## src/rtl/reg_cmd_ctrl_if.sv

```systemverilog
// rtl/reg_cmd_ctrl_if.sv - UART byte stream, register file and TX handshake bundle for reg_cmd_ctrl
// master: the command controller; slave: the UART/register-file side.
interface reg_cmd_ctrl_if #(
  parameter int data_width   = 8,
  parameter int address_bits = 4
);
  logic [data_width-1:0]   RX_P_DATA;
  logic                    RX_D_VLD;
  logic [data_width-1:0]   RdData;
  logic                    WrEn;
  logic                    RdEn;
  logic [address_bits-1:0] Address;
  logic [data_width-1:0]   WrData;
  logic [data_width-1:0]   TX_P_DATA;
  logic                    TX_D_VLD;
  logic                    TX_READY;
  logic                    CMD_ERR;
  logic                    BUSY;

  modport master (
    input  RX_P_DATA, RX_D_VLD, RdData, TX_READY,
    output WrEn, RdEn, Address, WrData, TX_P_DATA, TX_D_VLD, CMD_ERR, BUSY
  );

  modport slave (
    output RX_P_DATA, RX_D_VLD, RdData, TX_READY,
    input  WrEn, RdEn, Address, WrData, TX_P_DATA, TX_D_VLD, CMD_ERR, BUSY
  );
endinterface

```

## src/rtl/reg_cmd_ctrl.sv

```systemverilog
// rtl/reg_cmd_ctrl.sv - framed write/read command decoder in front of the register file
// Optional inter-byte timeout enabled by defining REG_CMD_TIMEOUT_EN.
module reg_cmd_ctrl #(
  parameter int              data_width     = 8,
  parameter int              address_bits   = 4,
  parameter int              regno          = 16,
  parameter logic [7:0]      WR_CMD         = 8'hAA,
  parameter logic [7:0]      RD_CMD         = 8'hBB
`ifdef REG_CMD_TIMEOUT_EN
  ,
  parameter int              TIMEOUT_CYCLES = 1024
`endif
) (
  input logic              CLK,
  input logic              RST,
  reg_cmd_ctrl_if.master   bus
);

  typedef enum logic [2:0] {
    S_IDLE,
    S_WR_ADDR,
    S_WR_DATA,
    S_RD_ADDR,
    S_RD_ISSUE,
    S_RD_WAIT,
    S_TX_SEND
  } state_t;

  localparam logic [data_width:0] REGNO_L = (data_width + 1)'(regno);

  state_t                  r_state, w_state_nxt;
  logic                    r_wren, w_wren_nxt;
  logic                    r_rden, w_rden_nxt;
  logic                    r_err, w_err_nxt;
  logic [address_bits-1:0] r_addr, w_addr_nxt;
  logic [data_width-1:0]   r_wrdata, w_wrdata_nxt;
  logic [data_width-1:0]   r_txdata, w_txdata_nxt;
  logic                    r_txvld, w_txvld_nxt;
  logic                    w_vld;
  logic [data_width-1:0]   w_byte;
  logic                    w_addr_ok;
  logic                    w_timeout;

  assign w_vld     = bus.RX_D_VLD;
  assign w_byte    = bus.RX_P_DATA;
  assign w_addr_ok = ({1'b0, w_byte} < REGNO_L);

`ifdef REG_CMD_TIMEOUT_EN
  localparam int CW = $clog2(TIMEOUT_CYCLES + 1);
  logic [CW-1:0] r_cnt;
  logic          w_waiting;

  assign w_waiting = (r_state == S_WR_ADDR) || (r_state == S_WR_DATA) || (r_state == S_RD_ADDR);
  assign w_timeout = w_waiting && !w_vld && (r_cnt == CW'(TIMEOUT_CYCLES - 1));

  // Counts consecutive byte-less cycles while a frame is half received.
  always_ff @(posedge CLK) begin
    if (RST || !w_waiting || w_vld || w_timeout) begin
      r_cnt <= '0;
    end else begin
      r_cnt <= r_cnt + 1'b1;
    end
  end
`else
  assign w_timeout = 1'b0;
`endif

  always_comb begin
    w_state_nxt  = r_state;
    w_wren_nxt   = 1'b0;
    w_rden_nxt   = 1'b0;
    w_err_nxt    = 1'b0;
    w_addr_nxt   = r_addr;
    w_wrdata_nxt = r_wrdata;
    w_txdata_nxt = r_txdata;
    w_txvld_nxt  = r_txvld;
    case (r_state)
      S_IDLE: begin
        if (w_vld) begin
          if (w_byte == WR_CMD) begin
            w_state_nxt = S_WR_ADDR;
          end else if (w_byte == RD_CMD) begin
            w_state_nxt = S_RD_ADDR;
          end else begin
            w_err_nxt = 1'b1;
          end
        end
      end
      S_WR_ADDR: begin
        if (w_vld) begin
          if (w_addr_ok) begin
            w_addr_nxt  = w_byte[address_bits-1:0];
            w_state_nxt = S_WR_DATA;
          end else begin
            w_err_nxt   = 1'b1;
            w_state_nxt = S_IDLE;
          end
        end else if (w_timeout) begin
          w_err_nxt   = 1'b1;
          w_state_nxt = S_IDLE;
        end
      end
      S_WR_DATA: begin
        if (w_vld) begin
          w_wrdata_nxt = w_byte;
          w_wren_nxt   = 1'b1;
          w_state_nxt  = S_IDLE;
        end else if (w_timeout) begin
          w_err_nxt   = 1'b1;
          w_state_nxt = S_IDLE;
        end
      end
      S_RD_ADDR: begin
        if (w_vld) begin
          if (w_addr_ok) begin
            // RdEn is registered, so it is high for the whole RD_ISSUE cycle.
            w_addr_nxt  = w_byte[address_bits-1:0];
            w_rden_nxt  = 1'b1;
            w_state_nxt = S_RD_ISSUE;
          end else begin
            w_err_nxt   = 1'b1;
            w_state_nxt = S_IDLE;
          end
        end else if (w_timeout) begin
          w_err_nxt   = 1'b1;
          w_state_nxt = S_IDLE;
        end
      end
      S_RD_ISSUE: begin
        w_err_nxt   = w_vld;
        w_state_nxt = S_RD_WAIT;
      end
      S_RD_WAIT: begin
        w_err_nxt    = w_vld;
        w_txdata_nxt = bus.RdData;
        w_txvld_nxt  = 1'b1;
        w_state_nxt  = S_TX_SEND;
      end
      S_TX_SEND: begin
        w_err_nxt = w_vld;
        if (r_txvld && bus.TX_READY) begin
          w_txvld_nxt = 1'b0;
          w_state_nxt = S_IDLE;
        end
      end
      default: begin
        w_state_nxt = S_IDLE;
        w_txvld_nxt = 1'b0;
      end
    endcase
  end

  always_ff @(posedge CLK) begin
    if (RST) begin
      r_state  <= S_IDLE;
      r_wren   <= 1'b0;
      r_rden   <= 1'b0;
      r_err    <= 1'b0;
      r_addr   <= '0;
      r_wrdata <= '0;
      r_txdata <= '0;
      r_txvld  <= 1'b0;
    end else begin
      r_state  <= w_state_nxt;
      r_wren   <= w_wren_nxt;
      r_rden   <= w_rden_nxt;
      r_err    <= w_err_nxt;
      r_addr   <= w_addr_nxt;
      r_wrdata <= w_wrdata_nxt;
      r_txdata <= w_txdata_nxt;
      r_txvld  <= w_txvld_nxt;
    end
  end

  assign bus.WrEn      = r_wren;
  assign bus.RdEn      = r_rden;
  assign bus.Address   = r_addr;
  assign bus.WrData    = r_wrdata;
  assign bus.TX_P_DATA = r_txdata;
  assign bus.TX_D_VLD  = r_txvld;
  assign bus.CMD_ERR   = r_err;
  assign bus.BUSY      = (r_state != S_IDLE);

endmodule

```

## src/flat_wrapper.sv

```systemverilog
// flat-port wrapper written by rule: the top's interface ports become plain ports
module reg_cmd_ctrl_flat 
#(
  parameter int              data_width     = 8,
  parameter int              address_bits   = 4,
  parameter int              regno          = 16,
  parameter logic [7:0]      WR_CMD         = 8'hAA,
  parameter logic [7:0]      RD_CMD         = 8'hBB

)
  (CLK, RST, bus_RX_P_DATA, bus_RX_D_VLD, bus_RdData, bus_TX_READY, bus_WrEn, bus_RdEn, bus_Address, bus_WrData, bus_TX_P_DATA, bus_TX_D_VLD, bus_CMD_ERR, bus_BUSY);
  reg_cmd_ctrl_if #(.data_width(data_width), .address_bits(address_bits)) bus_i ();
  input logic CLK;
  input logic RST;
  input wire logic [$bits(bus_i.RX_P_DATA)-1:0] bus_RX_P_DATA;
  input wire logic [$bits(bus_i.RX_D_VLD)-1:0] bus_RX_D_VLD;
  input wire logic [$bits(bus_i.RdData)-1:0] bus_RdData;
  input wire logic [$bits(bus_i.TX_READY)-1:0] bus_TX_READY;
  output wire logic [$bits(bus_i.WrEn)-1:0] bus_WrEn;
  output wire logic [$bits(bus_i.RdEn)-1:0] bus_RdEn;
  output wire logic [$bits(bus_i.Address)-1:0] bus_Address;
  output wire logic [$bits(bus_i.WrData)-1:0] bus_WrData;
  output wire logic [$bits(bus_i.TX_P_DATA)-1:0] bus_TX_P_DATA;
  output wire logic [$bits(bus_i.TX_D_VLD)-1:0] bus_TX_D_VLD;
  output wire logic [$bits(bus_i.CMD_ERR)-1:0] bus_CMD_ERR;
  output wire logic [$bits(bus_i.BUSY)-1:0] bus_BUSY;
  assign bus_i.RX_P_DATA = bus_RX_P_DATA;
  assign bus_i.RX_D_VLD = bus_RX_D_VLD;
  assign bus_i.RdData = bus_RdData;
  assign bus_i.TX_READY = bus_TX_READY;
  assign bus_WrEn = bus_i.WrEn;
  assign bus_RdEn = bus_i.RdEn;
  assign bus_Address = bus_i.Address;
  assign bus_WrData = bus_i.WrData;
  assign bus_TX_P_DATA = bus_i.TX_P_DATA;
  assign bus_TX_D_VLD = bus_i.TX_D_VLD;
  assign bus_CMD_ERR = bus_i.CMD_ERR;
  assign bus_BUSY = bus_i.BUSY;
  reg_cmd_ctrl #(.data_width(data_width), .address_bits(address_bits), .regno(regno), .WR_CMD(WR_CMD), .RD_CMD(RD_CMD)) u_core (.CLK(CLK), .RST(RST), .bus(bus_i));
endmodule
```

## config.mk

```make
export PLATFORM = sky130hd
export DESIGN_NAME = reg_cmd_ctrl_flat
export DESIGN_NICKNAME = d
export VERILOG_FILES = /design/src/rtl/reg_cmd_ctrl_if.sv /design/src/rtl/reg_cmd_ctrl.sv /design/src/flat_wrapper.sv
export SDC_FILE = /design/constraint.sdc
export NUM_CORES = 1
export LEC_CHECK = 0
export ABC_AREA = 1
export BUFFER_PORTS_ARGS = -buffer_cell sky130_fd_sc_hd__buf_2
export CORE_AREA = 2 2 46 70
export CTS_CLUSTER_DIAMETER = 50
export CTS_CLUSTER_SIZE = 14
export DETAILED_ROUTE_END_ITERATION = 16
export DIE_AREA = 0 0 48 72
export PLACE_DENSITY_LB_ADDON = 0.2
export SYNTH_ARGS = -nofsm -noshare
export SYNTH_HDL_FRONTEND = slang
export SYNTH_SLANG_ARGS = --single-unit
```

## constraint.sdc

```tcl
create_clock -name CLK -period 1.21 [get_ports CLK]
set_clock_uncertainty 0.1 [all_clocks]
set_input_delay 0 -clock CLK [delete_from_list [all_inputs] [get_ports CLK]]
set_output_delay 0 -clock CLK [all_outputs]
set_load 0.02 [all_outputs]
```

* Word-level counts from Yosys, hierarchy flattened
Index checks and enable logic that the tools add are counted.
** Storage, ports and cells
- Bits in registers :: 27
- Input bits :: 20
- Output and inout port bits :: 25
- Word-level logic and storage cells :: 59
** Cells by class
- Magnitude comparators :: 1
- Equality and inequality tests :: 14
- Muxes and demuxes :: 20
- Bitwise logic cells :: 4
- Reduce and logical (&&, ||, !) cells :: 12
** Operators with widths (count)
- $mux 3 :: 8
- $pmux 3 s7 :: 1
- $eq 8x8->1 const B :: 2
- $eq 3x3->1 const B :: 3
- $lt 8x5->1 const B :: 1
- $mux 1 :: 8
- $ne 2x2->1 const B :: 4
- $eq 3x2->1 const B :: 2
- $pmux 1 s3 :: 2
- $reduce_and 6->1 :: 1
- $reduce_or 3->1 :: 2
- $reduce_or 5->1 :: 1
- $not 1->1 :: 4
- $reduce_and 2->1 :: 2
- $reduce_or 2->1 :: 2
- $eq 3x1->1 const B :: 1
- $logic_not 3->1 :: 1
- $ne 3x1->1 const B :: 1
- $reduce_and 3->1 :: 1
- $reduce_bool 3->1 :: 1
- $mux 2 :: 1
- $ne 2x1->1 const B :: 1
- $logic_and 1x1->1 :: 1

* Longest topological paths before layout
Gate-level depths: netlist (run 1).
- Depth in word-level cells :: 5
- Mapped depth :: 9
- Gate-level depth less buffers :: 9

* Worst setup path before layout (run 1)
Ideal clock, no wire load.
- Path type :: reg-to-reg
- Start point :: register u_core.r_txvld, in the netlist u_core.bus.TX_D_VLD
- End point :: register u_core.r_state[0]
- Setup time :: 0.113 ns
- Arrival :: 1.027 ns
- Data required time :: 0.997 ns
- Slack :: -0.030 ns
- Cell stages (with the launch flop) :: 6
- Path buffers :: 0
- Period minus slack after synthesis :: 1.240 ns
- Path through :: dfxtp_1 nand2_1 a31oi_2 nand2_1 nor2_1 nor2_1
** Between the ends
- Cells in the longest elaborated chain, start to end :: 3
** Ends and longest elaborated chain
- start, declared :: line reg_cmd_ctrl.sv:38 : logic r_txvld, w_txvld_nxt;
- start signal, assigned :: line reg_cmd_ctrl.sv:171 : r_txvld <= w_txvld_nxt;
- $logic_and 1x1->1 :: line reg_cmd_ctrl.sv:141 : if (r_txvld && bus.TX_READY) begin
- $ne 2x1->1 (no line)
- $reduce_and 6->1 (no line)
- end signal, assigned :: line reg_cmd_ctrl.sv:164 : r_state <= w_state_nxt;
- end, declared :: line reg_cmd_ctrl.sv:31 : state_t r_state, w_state_nxt;
No other way between the ends.
A chain may end at the register's enable or synchronous reset.

* Worst setup path in the final report (run 1)
- Start point :: register u_core.r_state[0]
- End point :: register u_core.r_state[2]
** Between the ends
- Cells in the longest elaborated chain, start to end :: 3
- Elaborated cells on any way between the ends :: 15
- Classes of those cells :: 12 x eq/ne; 1 x mux; 2 x reduce/logical
** Ends and longest elaborated chain
- $eq 3x3->1, or another cell as far along :: line reg_cmd_ctrl.sv:77 : case (r_state)
- $ne 2x1->1 (no line), or another cell as far along
- $reduce_and 6->1 (no line)
Parallel ways exist; a longest one is shown, timed or not.

==> results of run 1 <==
how the worst max path moves through the flow:
| stage | from | endpoint | slack (ps) | depth (start not counted) |
|---|---|---|---|---|
| finish | u_core.r_state[0]$_SDFFE_PP0P_ | u_core.r_state[2]$_SDFFE_PP0P_ | -60 | 8 |
| CTS | u_core.r_state[1]$_SDFFE_PP0P_ | u_core.bus.WrData[7]$_SDFFE_PP0P_ | -30 | 6 |
| floorplan | u_core.r_state[1]$_SDFFE_PP0P_ | u_core.bus.WrData[4]$_SDFFE_PP0P_ | -20 | 7 |
| detailed placement | u_core.r_state[0]$_SDFFE_PP0P_ | u_core.r_state[0]$_SDFFE_PP0P_ | -130 | 8 |
| global route | u_core.r_state[0]$_SDFFE_PP0P_ | u_core.r_state[2]$_SDFFE_PP0P_ | -160 | 8 |
| global placement | u_core.r_state[0]$_SDFFE_PP0P_ | u_core.r_state[0]$_SDFFE_PP0P_ | -90 | 8 |
cells in the final DEF, fill, tap and decap left out, drive strengths merged:
cell	instances
inv	12
o21ai	12
clkinv	1
dfxtp	27
buf	61
and3	1
clkbuf	4
nand2	33
dlygate4sd3	18
nor2	31
nand3	18
a31oi	1
a21oi	18
registers in the layout, summed over array words and instances (netlist names):
name and cells:
u_core.bus.TX_D_VLD 1, u_core.bus.TX_P_DATA 8, u_core.bus.WrEn 1, u_core.bus.WrData 8
u_core.bus.CMD_ERR 1, u_core.r_state 3, u_core.bus.RdEn 1, u_core.bus.Address 4
where the power goes:
group	internal [mW]	leakage (nW)	total [mW]	switching [mW]
clock network	0.231	0.0255	0.515	0.284
registers	1.03	0.221	1.13	0.102
logic	0.704	0.663	1.61	0.909
total	1.96	0.910	3.26	1.29
logic make-up (layout without fill, tap and decap cells):
logic type	Yosys count	count (layout)	synth area share, %
AND/OR/NAND/NOR	81	83	31.3
AO/OA/AOI/OAI	31	31	15.3
buffers and inverters	17	96	7.09
flip-flops	27	27	46.4
worst max-delay path, stage by stage, from the launching register on:
cell     delay, ps
dfxtp_4        390
buf_6          120
buf_6          100
nand3_2         80
nor2_2         140
nor2_1          70
nand3_1         80
nand2_1         50
nor2_1          90
cell type report:
cell class / instances / area, µm² / share of cell area [%]
multi-input cells: 114 / 651 / 33.8
clock inverters: 1 / 5.00 / 0.260
repair buffers: 80 / 567 / 29.5
flip-flops and latches: 27 / 551 / 28.6
well taps: 39 / 48.8 / 2.54
clock buffers: 3 / 41.3 / 2.15
inverters: 12 / 60.1 / 3.12
layer usage:
metal | track usage, % | vias to the layer above | wire length, µm | share of wire [%]
met5 | 0 | - | 0 | 0
met4 | 9.01 | 0 | 64 | 1.8
met3 | 2.24 | 7 | 117 | 3.3
met2 | 41.0 | 37 | 2040 | 57
met1 | 21.0 | 596 | 1340 | 38
li1 | - | 672 | - | -
timing repair:
action / in CTS / in global routing
cloned: 0 / 2
buffers inserted: 8 / 2
endpoints found under the setup margin: 26 / 25
hold buffers: 18 / 0
pin swaps: 16 / 10
resized for setup: 31 / 19
endpoints found under the hold margin: 24 / 0
metrics by stage:
step                setup WS (ps)  utilization, %
floorplan                   -16.3               -
finish                      -57.6            67.4
detailed placement           -126            51.7
global route                 -158            67.4
global placement            -91.7            51.7
CTS                         -32.3            64.5
==> results.json, run 1 <==
{
  "outcome": "finished, violations left",
  "violations": "negative setup slack",
  "r2r-start": "u_core.r_state[0]$_SDFFE_PP0P_",
  "end_kind": "flop",
  "fin_crit_sh_pct": 105,
  "required_ps": 1320,
  "holdPathStages": 6,
  "finalWeightedCongestion": 0.756,
  "relSlewSlack_pct": 63.2,
  "post_dp_cell_area_mm2": 0.00148,
  "fin_ws_ps": -57.6,
  "dp_hpwl_um": 2200,
  "p_leak_nw": 0.910,
  "netlist_top_cells_count": "nand2_1, nor2_1, dfxtp_1",
  "syn_avg_cell_area_um2": 7.47,
  "r2r_end": "u_core.r_state[2]$_SDFFE_PP0P_",
  "tightest_slew_ps": 551,
  "viasPerCell": 4.75,
  "final_cell_count_no_fill": 276,
  "grt_overflow": 0,
  "cts_buffer_depth": 2,
  "hold-worst-slack_ps": 105,
  "place_inst": 243,
  "syn_nets": 176,
  "cts_buffers": 3,
  "async_flop_share_pct": 0,
  "drt_wl_total_um": 3570,
  "worst_setup_path_start_kind": "flop",
  "cts_tree": "built",
  "worst-endpoint-arrival_ps": 1380,
  "power_density_mw_per_mm2": 1690,
  "irDropWorstVdd_uv": 858,
  "dr.first_iter.drc_count": 24,
  "worstHoldPathType": "primary input to flop",
  "cts.clk_slew.worst_paths_ps": 90,
  "critPathKind": "flop to flop",
  "gr-usage-all-layers_pct": 21.4,
  "drcViolationCount": 0,
  "fp-row-count": 24,
  "root_buffer": "clkbuf_8",
  "grt_antenna_before_repair": 0,
  "syn_inst": 156,
  "hold_viol_final": 0,
  "firstDrtPassIters": 3,
  "clock-sinks": 27,
  "clk-insertion-delay-late_ps": 270,
  "hold_start": "bus_TX_READY",
  "drv_slew": 0,
  "cap_violations": 0,
  "die_y_um": 72,
  "crit_fanout": 3,
  "synth_cell_types": 23,
  "grt_max_degree": 18,
  "period_needed_ps": 1270,
  "yosysTopAreaCellShare_pct": 46.4,
  "fp.dieW_um": 48,
  "cts_htree_levels": 1,
  "syn_to_final_growth_pct": 65.1,
  "io_buffer_count": 44,
  "final_net_count": 258,
  "netlist_area_mm2": 0.00116,
  "synth_edf_count": 0,
  "ant_nets": 0,
  "r2r_slack_ps": -60,
  "io_pins": 45,
  "rsz0062_at_grt": "true",
  "wl_per_cell_um": 12.9,
  "n_fill_cell": 257,
  "yosysTopAreaCell": "dfxtp_1",
  "synth_most_common_cell": "nand2_1",
  "synth_ff_type": "dfxtp_1",
  "synth_area_leaders": "dfxtp_1, nand2_1, nor2_1",
  "grt_pass1_vias": 1321,
  "max_freq_ghz": 0.789,
  "num_vias": 1312,
  "coreArea_mm2": 0.00285,
  "yosys_warnings": 0,
  "final_area_mm2": 0.00192,
  "p_total_mw": 3.26,
  "die_area_mm2": 0.00346,
  "drive_above_1_share_pct": 45.6,
  "antennaDiodeCount": 0,
  "fin_tns_setup_ps": -257,
  "synth.ff_latch_count": 27,
  "grt_pass1_wl_um": 5370,
  "start_util_pct": 40.8,
  "reg2regPathDepth": 8,
  "yosysSeqAreaShare_pct": 46.4,
  "setup_violations": 9,
  "min_to": "u_core.bus.TX_D_VLD$_SDFFE_PP0P_"
}
No activity file was read; power rests on OpenSTA's default activity.
==> inputs of run 2 (changes only) <==
- ABC_AREA: 1 -> default
- CORE_AREA: 2 2 46 70 -> 2 2 46 69
- DIE_AREA: 0 0 48 72 -> 0 0 48 71
==> results.json, run 2 <==
{
  "cts.clk_slew.worst_paths_ps": 100,
  "relSlewSlack_pct": 71.9,
  "num_vias": 1201,
  "finalWeightedCongestion": 0.760,
  "syn_avg_cell_area_um2": 8.24,
  "fin_tns_setup_ps": -1450,
  "r2r_end": "u_core.r_state[1]$_SDFFE_PP0P_",
  "worst_setup_path_start_kind": "flop",
  "swShare_pct": 23.0,
  "fp-row-count": 24,
  "cts_buffers": 3,
  "pwr-share-seq_pct": 56.4,
  "hold_viol_final": 1,
  "die_area_mm2": 0.00341,
  "fin_ws_ps": -205,
  "violations": "negative hold slack, negative setup slack",
  "synth_edf_count": 0,
  "r2r-start": "u_core.r_state[0]$_SDFFE_PP0P_",
  "yosysTopAreaCell": "dfxtp_1",
  "synth_ff_type": "dfxtp_1",
  "cap_violations": 0,
  "grt_pass1_vias": 1140,
  "place_inst": 227,
  "cts_buffer_depth": 2,
  "synth_cell_types": 28,
  "p_comb_share_pct": 10.3,
  "fin_util_pct": 63.2,
  "yosys_warnings": 0,
  "hold-worst-slack_ps": -89.2,
  "most-common-layout-cells": "buf_2, nand2_1, dfxtp_1, a21oi_1",
  "fin_crit_sh_pct": 117,
  "synth_xor_area_share_pct": 0.787,
  "final_net_count": 233,
  "coreArea_mm2": 0.00285,
  "irDropWorstVdd_uv": 725,
  "dr.first_iter.drc_count": 7,
  "syn_to_final_growth_pct": 62.0,
  "grt_overflow": 0,
  "yosysTopAreaCellShare_pct": 48.6,
  "holdPathStages": 3,
  "drv_slew": 0,
  "p_leak_nw": 0.800,
  "synth_compound_area_share_pct": 15.1,
  "max_freq_ghz": 0.707,
  "async_flop_share_pct": 0,
  "dp_hpwl_um": 2210,
  "viasPerCell": 4.78,
  "synth_top_family_by_area": "simple AND/OR/NAND/NOR gates",
  "yosysSeqAreaShare_pct": 48.6,
  "gr-usage-all-layers_pct": 19.1,
  "drt_wl_total_um": 3080,
  "power_density_mw_per_mm2": 876,
  "required_ps": 1300,
  "fp.dieW_um": 48,
  "setup_violations": 16,
  "reg2regPathDepth": 4,
  "io_pins": 45,
  "cts_htree_levels": 1,
  "netlist_top_cells_count": "dfxtp_1, nand2_1, a21oi_1",
  "clkPwrFrac_pct": 33.4,
  "clk-insertion-delay-late_ps": 270,
  "end_kind": "flop",
  "p_int_mw": 1.22,
  "io_buffer_count": 44,
  "start_util_pct": 39.0,
  "firstDrtPassIters": 4,
  "min_to": "u_core.bus.WrData[4]$_SDFFE_PP0P_",
  "grt_antenna_before_repair": 0,
  "crit_fanout": 4,
  "rsz0062_at_grt": "true",
  "outcome": "finished, violations left",
  "syn_inst": 135,
  "syn_nets": 155,
  "final_common_cell": "buf_2",
  "critPathKind": "flop to flop",
  "grt_max_degree": 21,
  "ant_nets": 0,
  "tightest_slew_ps": 418,
  "synth_area_leaders": "dfxtp_1, a21oi_1, nand2_1",
  "r2r_slack_ps": -200,
  "synth-adder-area-share_pct": 0,
  "synthMuxAreaShare_pct": 3.60,
  "drcViolationCount": 0,
  "root_buffer": "clkbuf_8",
  "clock-sinks": 27,
  "antennaDiodeCount": 0,
  "synth.ff_latch_count": 27,
  "grt_pass1_wl_um": 4750,
  "power.switching_mw": 0.363,
  "cts_tree": "built",
  "netlist_area_mm2": 0.00111,
  "drive_above_1_share_pct": 42.0,
  "final_cell_count_no_fill": 251,
  "hold_start": "bus_RX_P_DATA[4]",
  "pre_cts_ws_ps": -174,
  "die_y_um": 71,
  "period_needed_ps": 1410,
  "wl_per_cell_um": 12.3,
  "worstHoldPathType": "primary input to flop",
  "synthSimpleGateAreaFrac_pct": 27.3,
  "worst-endpoint-arrival_ps": 1510
}
-- run 2: cell count changes after synthesis, moves of 3 or more --
| cell | change |
|---|---|
| o21ai_0 | -6 |
| clkbuf_1 | +5 |
| a21oi_1 | +6 |
| inv_2 | -3 |
| mux2i_1 | +4 |
| inv_1 | -6 |
| nand2_1 | -4 |
| nand3_1 | -7 |
| nor2_1 | -15 |
-- run 2: final cells by class --
| cell class | count | area, µm² |
|---|---|---|
| Multi-Input combinational cell | 97 | 577 |
| Inverter | 2 | 7.51 |
| Clock buffer | 3 | 41.3 |
| Sequential cell | 27 | 547 |
| Clock inverter | 1 | 6.26 |
| Tap cell | 39 | 48.8 |
| Fill cell | 257 | 1050 |
| Timing Repair Buffer | 82 | 574 |
-- run 2: cells by family after synthesis --
family          count (synthesis)
buf+inv                        11
compound gates                 30
mux                             4
simple gates                   62
xor+xnor                        1
flops                          27
-- run 2: repair_timing --
item / CTS / global route
hold buffers: 14 / 2
gates cloned: 0 / 0
setup endpoints to repair: 24 / 28
hold endpoints to repair: 20 / 3
pin swaps: 2 / 2
buffers inserted: 3 / 1
resized for setup: 8 / 15
-- run 2: power groups by stage --
stage	combinational, mW	clock [mW]	sequential [mW]
CTS	0.153	0.534	0.889
detailed placement	0.115	0	0.910
global placement	0.114	0	0.910
global route	0.174	0.573	0.890
floorplan	0.0381	0	0.913
finish	0.162	0.526	0.889
-- run 2: how the worst max path moves through the flow --
stage | from | to | slack [ps] | cells after the start
2_1_floorplan | u_core.r_state[0]$_SDFFE_PP0P_ | u_core.r_state[1]$_SDFFE_PP0P_ | -250 | 5
3_3_place_gp | u_core.r_state[0]$_SDFFE_PP0P_ | u_core.r_state[1]$_SDFFE_PP0P_ | -180 | 4
3_5_place_dp | u_core.r_state[0]$_SDFFE_PP0P_ | u_core.r_state[1]$_SDFFE_PP0P_ | -170 | 4
4_1_cts | u_core.r_state[0]$_SDFFE_PP0P_ | u_core.r_state[1]$_SDFFE_PP0P_ | -200 | 4
5_1_grt | u_core.r_state[1]$_SDFFE_PP0P_ | u_core.r_state[1]$_SDFFE_PP0P_ | -240 | 4
6_report | u_core.r_state[0]$_SDFFE_PP0P_ | u_core.r_state[1]$_SDFFE_PP0P_ | -200 | 4
-- run 2: metal layers --
layer	global-route usage, %	share of wire (%)
met2	35.3	55
met1	19.6	39
met3	2.81	3.8
met5	0	0
met4	7.51	2.0
-- run 2: per-stage QoR --
stage          power, mW  cell area (µm²)
2_1_floorplan      0.952             1130
3_3_place_gp        1.02             1490
3_5_place_dp        1.03             1490
4_1_cts             1.58             1720
5_1_grt             1.64             1800
6_report            1.58             1800
-- run 2: worst max-delay path, stage by stage, from the launching register on --
cell and delay (ps):
dfxtp_2 350, or3_4 380, a31o_1 200, o311ai_1 70, nor4b_2 230
==> inputs of run 3 (changes only) <==
--- a/constraint.sdc
+++ b/constraint.sdc
@@ -4,2 +4,2 @@
 set_output_delay 0 -clock CLK [all_outputs]
-set_load 0.02 [all_outputs]
+set_load 0.1 [all_outputs]
==> results.json, run 3 (synthesized netlist as in run 2, its figures left out) <==
{
  "holdPathStages": 4,
  "final_common_cell": "buf_2",
  "finalWeightedCongestion": 0.750,
  "p_total_mw": 1.63,
  "fp-row-count": 24,
  "drv_slew": 0,
  "fp.dieW_um": 48,
  "tightest_slew_ps": 503,
  "clock-sinks": 27,
  "end_kind": "flop",
  "final_cell_count_no_fill": 264,
  "gr-usage-all-layers_pct": 21.8,
  "final_area_mm2": 0.00211,
  "dp_hpwl_um": 2190,
  "cts_buffers": 3,
  "min_to": "u_core.bus.WrData[4]$_SDFFE_PP0P_",
  "io_buffer_count": 44,
  "dr.first_iter.drc_count": 10,
  "most-common-layout-cells": "buf_2, buf_4, dfxtp_2, dlygate4sd3_1, nand2_1",
  "final_net_count": 246,
  "io_pins": 45,
  "grt_overflow": 0,
  "clk-insertion-delay-late_ps": 280,
  "hold-worst-slack_ps": 10.8,
  "p_leak_nw": 0.890,
  "die_y_um": 71,
  "grt_pass1_vias": 1302,
  "n_fill_cell": 216,
  "path_cells": "or3_4 -> a31o_1 -> o311ai_2 -> nor4b_4",
  "die_area_mm2": 0.00341,
  "cts_buffer_depth": 2,
  "hold_viol_final": 0,
  "drive_above_1_share_pct": 65.8,
  "outcome": "finished, violations left",
  "drcViolationCount": 0,
  "r2r_end": "u_core.r_state[1]$_SDFFE_PP0P_",
  "r2r-start": "u_core.r_state[1]$_SDFFE_PP0P_",
  "hold_start": "bus_RX_P_DATA[4]",
  "crit_path_max_incr_delay_ps": 380,
  "reg2regPathDepth": 4,
  "grt_antenna_before_repair": 0,
  "period_needed_ps": 1460,
  "start_util_pct": 39.0,
  "crit_fanout": 5,
  "root_buffer": "clkbuf_8",
  "grt_pass1_wl_um": 5420,
  "critPathKind": "flop to flop",
  "rsz0062_at_grt": "true",
  "fin_util_pct": 74.1,
  "fin_crit_sh_pct": 121,
  "irDropWorstVdd_uv": 890,
  "cts_tree": "built",
  "wl_per_cell_um": 14.0,
  "viasPerCell": 5.07,
  "firstDrtPassIters": 4,
  "fin_tns_setup_ps": -2310,
  "worstHoldPathType": "primary input to flop",
  "required_ps": 1300,
  "max_freq_ghz": 0.684,
  "cts_htree_levels": 1,
  "setup_violations": 22,
  "post_dp_cell_area_mm2": 0.00158,
  "num_vias": 1338,
  "worst-endpoint-arrival_ps": 1560,
  "worst_setup_path_start_kind": "flop",
  "cap_violations": 0,
  "antennaDiodeCount": 0,
  "place_inst": 234,
  "cts.clk_slew.worst_paths_ps": 90,
  "power_density_mw_per_mm2": 773,
  "pre_cts_ws_ps": -209,
  "syn_to_final_growth_pct": 90.0,
  "ant_nets": 0,
  "relSlewSlack_pct": 66.7,
  "grt_max_degree": 17,
  "coreArea_mm2": 0.00285,
  "drt_wl_total_um": 3690,
  "violations": "negative setup slack",
  "critPathSlowestCell": "dfxtp_1",
  "fin_ws_ps": -251,
  "r2r_slack_ps": -250
}
[run 3: cell types whose count changed in the layout (fill, tap and decap cells not counted), moves of 9 or more]
cell	before	now
dfxtp_1	24	4
a21oi_2	5	14
dfxtp_2	2	23
nand3_1	9	0
a21oi_1	17	8
[run 3: worst max-delay path, delay by kind of cell (launching register included)]
family             cells  cell delay [ps]
AOI/OAI and AO/OA      2              290
DFF                    1              380
and+or+nand+nor        2              610
[run 3: report_power, final]
part,leakage [nW],switching (mW),total (mW),internal [mW]
combinational,0.639,0.108,0.214,0.106
clock,0.0217,0.295,0.529,0.235
sequential,0.230,0.00118,0.891,0.890
[run 3: area by class of cell]
class / count / area (µm²) / share of cell area [%]
well taps: 39 / 48.8 / 2.31
clock buffers: 3 / 41.3 / 1.95
repair buffers: 95 / 722 / 34.2
flip-flops and latches: 27 / 569 / 26.9
multi-input cells: 97 / 717 / 33.9
clock inverters: 1 / 7.51 / 0.355
inverters: 2 / 7.51 / 0.355
[run 3: what timing repair did]
item | in CTS | in global routing
resized for setup | 34 | 29
hold buffers | 19 | 0
pin swaps | 22 | 18
hold endpoints to repair | 24 | 0
endpoints found under the setup margin | 24 | 28
setup buffers | 8 | 0
cloned | 0 | 1
[run 3: worst max-delay path by stage]
stage	startpoint	to	slack (ps)	cells past startpoint
4_1_cts	u_core.r_state[0]$_SDFFE_PP0P_	u_core.r_state[1]$_SDFFE_PP0P_	-260	4
6_report	u_core.r_state[1]$_SDFFE_PP0P_	u_core.r_state[1]$_SDFFE_PP0P_	-250	4
2_1_floorplan	u_core.r_state[0]$_SDFFE_PP0P_	u_core.r_state[1]$_SDFFE_PP0P_	-400	5
3_5_place_dp	u_core.r_state[2]$_SDFFE_PP0P_	u_core.r_state[1]$_SDFFE_PP0P_	-210	4
5_1_grt	u_core.r_state[0]$_SDFFE_PP0P_	u_core.r_state[1]$_SDFFE_PP0P_	-290	4
3_3_place_gp	u_core.r_state[2]$_SDFFE_PP0P_	u_core.r_state[1]$_SDFFE_PP0P_	-140	4
[run 3: routing by layer]
layer | up-vias | GRT usage (%) | share of wire [%]
li1 | 646 | - | -
met1 | 647 | 24.0 | 36
met2 | 38 | 38.4 | 59
met3 | 7 | 3.83 | 3.4
met4 | 0 | 9.01 | 1.6
met5 | - | 0 | 0
